`config.mk`:
```
export PLATFORM = sky130hd
export DESIGN_NAME = wave_pwm_gen
export DESIGN_NICKNAME = d
export VERILOG_FILES = /design/src/rtl/wave_pwm_gen.sv
export SDC_FILE = /design/constraint.sdc
export NUM_CORES = 1
export LEC_CHECK = 0
export BUFFER_PORTS_ARGS = -buffer_cell sky130_fd_sc_hd__clkbuf_2
export CAP_MARGIN = 25
export CORE_MARGIN = 4
export CORE_UTILIZATION = 28
export CTS_CLUSTER_DIAMETER = 50
export DETAILED_ROUTE_END_ITERATION = 10
export PLACE_DENSITY = 0.48
export SYNTH_ARGS = -nofsm -noshare
export SYNTH_HDL_FRONTEND = slang
export SYNTH_SLANG_ARGS = --single-unit
```
`constraint.sdc`:
```
create_clock -name clk -period 2.11 [get_ports clk]
set_clock_uncertainty 0.1 [all_clocks]
set_input_delay 0.1055 -clock clk [delete_from_list [all_inputs] [get_ports clk]]
set_output_delay 0.1055 -clock clk [all_outputs]
set_load 0.02 [all_outputs]
```
`src/rtl/wave_pwm_gen.sv`:
```
// wave_pwm_gen: tick-driven 8-bit waveform generator with PWM rendering of the sample
// Ports:
//   clk         system clock, rising-edge active
//   rst         asynchronous active-high reset, clears all state
//   tick        phase-advance pulse from the frequency divider
//   init        synchronous restart, overrides tick
//   wave_sel    requested waveform: 00 saw, 01 triangle, 10 square, 11 reverse saw
//   sample      registered 8-bit waveform sample
//   pwm_out     registered PWM rendering of the sample (256-clk frames)
//   period_done one-cycle pulse when the phase wraps 255->0
module wave_pwm_gen (
    input  logic       clk,
    input  logic       rst,
    input  logic       tick,
    input  logic       init,
    input  logic [1:0] wave_sel,
    output logic [7:0] sample,
    output logic       pwm_out,
    output logic       period_done
);
    logic [7:0] phase;
    logic [1:0] sel_act;
    logic [7:0] pwm_cnt;
    logic [7:0] duty;
    logic [7:0] phase_inc;
    logic       wrap;
    logic [7:0] f_start;
    logic [7:0] f_next;

    function automatic logic [7:0] wave_f(input logic [7:0] p, input logic [1:0] s);
        logic [7:0] tri_v;
        tri_v = p[7] ? {~p[6:0], 1'b0} : {p[6:0], 1'b0};
        return s == 2'b00 ? p :
               s == 2'b01 ? tri_v :
               s == 2'b10 ? {8{~p[7]}} : ~p;
    endfunction

    always_comb begin
        phase_inc = phase + 8'd1;
        wrap      = phase == 8'hff;
        f_start   = wave_f(8'd0, wave_sel);
        f_next    = wave_f(phase_inc, sel_act);
    end

    // A new waveform selection is only latched at a wrap or init, so a
    // mid-period change never introduces a discontinuity.
    always_ff @(posedge clk or posedge rst) begin
        if (rst) begin
            phase       <= 8'd0;
            sel_act     <= 2'b00;
            sample      <= 8'd0;
            period_done <= 1'b0;
        end else if (init) begin
            phase       <= 8'd0;
            sel_act     <= wave_sel;
            sample      <= f_start;
            period_done <= 1'b0;
        end else if (tick) begin
            phase       <= phase_inc;
            sel_act     <= wrap ? wave_sel : sel_act;
            sample      <= wrap ? f_start : f_next;
            period_done <= wrap;
        end else begin
            period_done <= 1'b0;
        end
    end

    // Duty is reloaded only at the frame boundary so each PWM frame renders
    // one stable sample value.
    always_ff @(posedge clk or posedge rst) begin
        if (rst) begin
            pwm_cnt <= 8'd0;
            duty    <= 8'd0;
            pwm_out <= 1'b0;
        end else begin
            pwm_cnt <= init ? 8'd0 : pwm_cnt + 8'd1;
            duty    <= init ? f_start : (pwm_cnt == 8'hff ? sample : duty);
            pwm_out <= pwm_cnt < duty;
        end
    end
endmodule

```
# After elaboration in Yosys (flattened, before gate mapping)
# Index checks and enable logic that the tools add are counted.
# op_classes
n_addsub	2
order_cmp	1
eq_ne	5
mux	19
bitwise	3
n_reduce_logical	6
# op_table
operator	count
2-to-1 mux 8 bit	14
adder 8 x 1 -> 8 bit (second input constant)	2
equality test 8 bit (second input constant)	2
< comparator 8 bit	1
inverter 8 bit	1
inverter 7 bit	1
2-to-1 mux 2 bit	3
nonzero test 2 bit	3
equality test 2 x 1 -> 1 bit (second input constant)	2
zero test 2 bit	2
equality test 2 bit (second input constant)	1
2-to-1 mux 1 bit	2
AND reduction 2 bit	1
inverter 1 bit	1
# totals
register_bits	36
inputBits	6
out_inout_bits	10
word_cells	43

# Longest topological paths before layout
# logic_depth
word_depth	8
mapped_depth	8
mapped_depth_nobuf	6

# Worst setup path after synthesis
# No wires, ideal clock.
# synth_path
path_type	reg-to-reg
from	register phase[3]
to	register sample[6]
setup_ps	120
arrival_time_ps	1604
required_ps	1890
slack_ps	286
path_stages_with_launch	9
n_path_buf	3
synth_period_minus_slack_ps	1824
path_cell_list	dfrtp_1 -> buf_2 -> and4_1 -> buf_2 -> a41oi_2 -> nor2b_1 -> buf_2 -> a21o_1 -> a31o_2
# synth_between
elab_chain_cells	8
word_cells_on_any_way	12
classes_between	add/sub (1); eq/ne (1); mux (7); bitwise (3)
# synth_rtl
item	line	source
start: declaration	21	logic [7:0] phase;
start signal: assignment	59	phase <= phase_inc;
adder 8 x 1 -> 8 bit	39	phase_inc = phase + 8'd1;
inverter 8 bit (tied with other cells)	35	s == 2'b10 ? {8{~p[7]}} : ~p;
2-to-1 mux 8 bit, on equally long branches	35, 32	
2-to-1 mux 8 bit	34	s == 2'b01 ? tri_v :
2-to-1 mux 8 bit	33	return s == 2'b00 ? p :
2-to-1 mux 8 bit *	61	sample <= wrap ? f_start : f_next;
2-to-1 mux 8 bit *	58	end else if (tick) begin
2-to-1 mux 8 bit *	53	end else if (init) begin
end signal: assignment	56	sample <= f_start;
end signal: assignment	61	
end: declaration	17	output logic [7:0] sample,
# Mark *: on every way between the ends. The rest lies on a longest branch, timed or not. The select of a mux whose other input is x is not followed.
# A chain may end at the register's enable or synchronous reset.

# Worst setup path after layout
# layout_path
from	register phase[0]
to	register sample[4]
# The elaborated chain is that of the path after synthesis.

==> metrics.md <==
| Metric | Value |
|---|---|
| Maximum number of pins on one net before global-route repair | 37 |
| CORE AREA | 7730 sq um |
| Worst EP required | 2.18 ns |
| Register area share after synthesis | 0.406 |
| Post-CTS Setup Bufs | 0 |
| Layout Area Growth over Synthesis | 17.7% |
| Peak VDD IR | approximately 0.45 mV |
| Skew-Pair Late Insertion Delay | 0.29 ns |
| IO buf count | 15 |
| CTS root buf | clkbuf_8 |
| Global-route wire length before repair | 9.21 mm |
| Prevailing post-synth register cell | dfrtp_1 |
| Full die area | 9410 sq um |
| Antenna Cells | 0 |
| FF/Latch Area | approximately 900 sq um |
| Starting DRT DRC Count | 55 |
| Flop-to-flop setup slack | roughly 0.15 ns |
| Routed length per instance | 14.2 microns |
| All-Layer GR Usage | 0.120 |
| Grt peak-use layer | met2 |
| Warnings, synthesis | 0 |
| CTS buffer count | 5 |
| Chip height | 97.0 microns |
| Starting Density | 0.287 |
| Routed vias | approximately 1800 |
| Wirelength, routed | ~5.3 mm |
| Fmax | 509 MHz |
| Final-report max-slew violation count | 0 |
| Pwr dens | about 650 nW/um^2 |
| Critical path fanouts, max | 5 |
| Critical path class | reg2reg |
| Share of cells above drive strength 1 | 0.192 |
| RSZ-0062 raised after global routing | no |
| P_leak | roughly 1.2 nW |
| Post-DRT Antenna Nets | 0 |
| Initial antenna violation count | 0 |
| Seq cells post-synth | 36 |
| Synth cell types | 43 |
| Mapped Area | roughly 2200 sq um |
| Run status | finished, final reports clean |
| DPL Wire Length | 3.89 mm |
| Finish-stage setup viols | 0 |
| Max Cap Viol | 0 |
| Least-Margin Pin Slew | roughly 0.57 ns |
| Post-Place Worst Slack | 0.0143 ns |
| Vias in the first global route | around 1800 |
| Clk slew on worst S/H paths | approximately 0.080 ns |
| Rel. slew slack | 0.613 |
| # clock sinks | 36 |
| Met1 usage | 0.162 |
| Syn Nets | between 200 and 300 |
| Gate count of the mapped netlist | 250 |
| H-tree Lvls | 2 |
| Setup_tns | 0 ns |
| Number of flops mapped to enable cells by yosys | 0 |
| M2 GR Usage | 0.191 |
| Bufs on Longest Clock Path | 2 |
| First-pass DRT Iterations | 4 |
| Asr flop ratio synth | 1.00 |
| Synthesized area per cell | just under 9 sq um |
| Filler cells | approximately 810 |
| Multi-input gate area | 1230 sq um |
| Nets | 285 |
| # DRC | 0 |
| Overflow after GRT | 0 |
| PnR worst setup slack | approximately 0.15 ns |
| I/O pin count | 16 |
| Final worst path period need | between 1.5 and 2 ns |
| Final hold violations | 0 |
| M3 GR Usage | 0.0252 |
| TritonCTS clock tree | done |
| Vias per cell | around 4.8 |
| Worst EP arrival | 2.04 ns |
| # rows | 32 |
| Startpoint types | flop |
| Crit. End Element | flop |
| Period utilisation layout | 0.930 |
| Routability cong. | 0.853 |
| Hold Crit Class | in2reg |
| Die W | 97.0 microns |
[placed cells by master, fill, tap and decap left out, types with 8 or more instances in the layout]
cell type  Yosys  routed
o21ai_0       19      19
nor2_1        23      23
xor2_1        10       8
buf_4          0      12
nand3_1       13      13
clkbuf_2       0      15
a21oi_1       21      21
nor2b_1        9       9
nand2_1       22      22
dfrtp_1       36      34
inv_1         13      13
ha_1           9       8
[where the power goes]
part | leakage, nW | internal, mW | switching (mW)
registers | 0.461 | 0.739 | 0.0489
clock network | 0.0552 | 0.351 | 0.269
logic | 0.641 | 0.114 | 0.163
[Yosys cell counts (4+ instances only)]
master / number / area share
dfrtp_1: 36 / 0.41
nor2_1: 23 / 0.039
nand2_1: 22 / 0.037
a21oi_1: 21 / 0.047
o21ai_0: 19 / 0.043
inv_1: 13 / 0.022
nand3_1: 13 / 0.029
xor2_1: 10 / 0.039
ha_1: 9 / 0.051
nor2b_1: 9 / 0.025
buf_2: 7 / 0.016
clkbuf_1: 7 / 0.012
xnor2_1: 7 / 0.028
a21o_1: 4 / 0.014
a31oi_1: 4 / 0.011
[worst max-delay path: stages (launching register included)]
cell and delay, ns:
dfrtp_1 0.44, buf_4 0.18, nand3_1 0.14, xor2_2 0.30, xnor3_1 0.29, a221oi_2 0.29
o21ai_0 0.11
[per-layer routing]
layer | up-vias | routed length [microns]
met4 | 0 | 85
met2 | 17 | 2580
li1 | 916 | -
met5 | - | 0
met1 | 855 | 2510
met3 | 6 | 114
[what timing repair did]
action,CTS,global route
resized for setup,1,7
pin swaps,0,1
endpoints found under the hold margin,37,0
gates cloned,0,0
hold buffers,2,0
setup endpoints to repair,1,4
[per-stage QoR]
step | power, mW | hold slack [ns] | std cells | util | cell area, sq um
floorplan | 0.982 | 0.156 | 250 | - | 2220
global placement | 1.08 | 0.130 | 363 | 0.316 | 2440
detailed placement | 1.08 | 0.132 | 363 | 0.316 | 2440
CTS | 1.70 | 0.0426 | 373 | 0.334 | 2580
global route | 1.78 | 0.0493 | 373 | 0.338 | 2610
finish | 1.69 | 0.0368 | 373 | 0.338 | 2610
[final timing paths]
| check | start | end | cells after the start |
|---|---|---|---|
| setup / recovery | phase[0]$_DFFE_PP0P_ | sample[4]$_DFFE_PP0P_ | 6 |
| hold / removal | init | phase[4]$_DFFE_PP0P_ | 2 |
| setup reg to reg | phase[0]$_DFFE_PP0P_ | sample[4]$_DFFE_PP0P_ | 6 |
| hold reg to reg | duty[4]$_DFFE_PP0P_ | duty[4]$_DFFE_PP0P_ | 2 |
| max in group asynchronous | rst | phase[5]$_DFFE_PP0P_ | 4 |
| min in group asynchronous | rst | pwm_cnt[6]$_DFF_PP0_ | 4 |
[layout make-up]
cell class,count,area share
multi-input combinational,184,0.473
clock inverter,2,0.0134
clock buffer,6,0.0278
sequential,36,0.346
tap,102,0.0489
timing repair buffer,29,0.0709
inverter,14,0.0201
[registers in the layout, summed over array words and instances (netlist names)]
name	flops
phase	8
duty	8
pwm_cnt	8
period_done	1
pwm_out	1
sel_act	2
sample	8
[cells by family after synthesis]
logic type                 Yosys count  share of synthesized area
muxes                                3                     0.0147
adders and majority gates            9                     0.0508
xor gates and xnor gates            19                     0.0874
and+or+nand+nor                     87                      0.197
DFF                                 36                      0.406
AOI/OAI and AO/OA                   66                      0.189
buffers and inverters               30                     0.0547
Power figures use the tool's default switching activity.
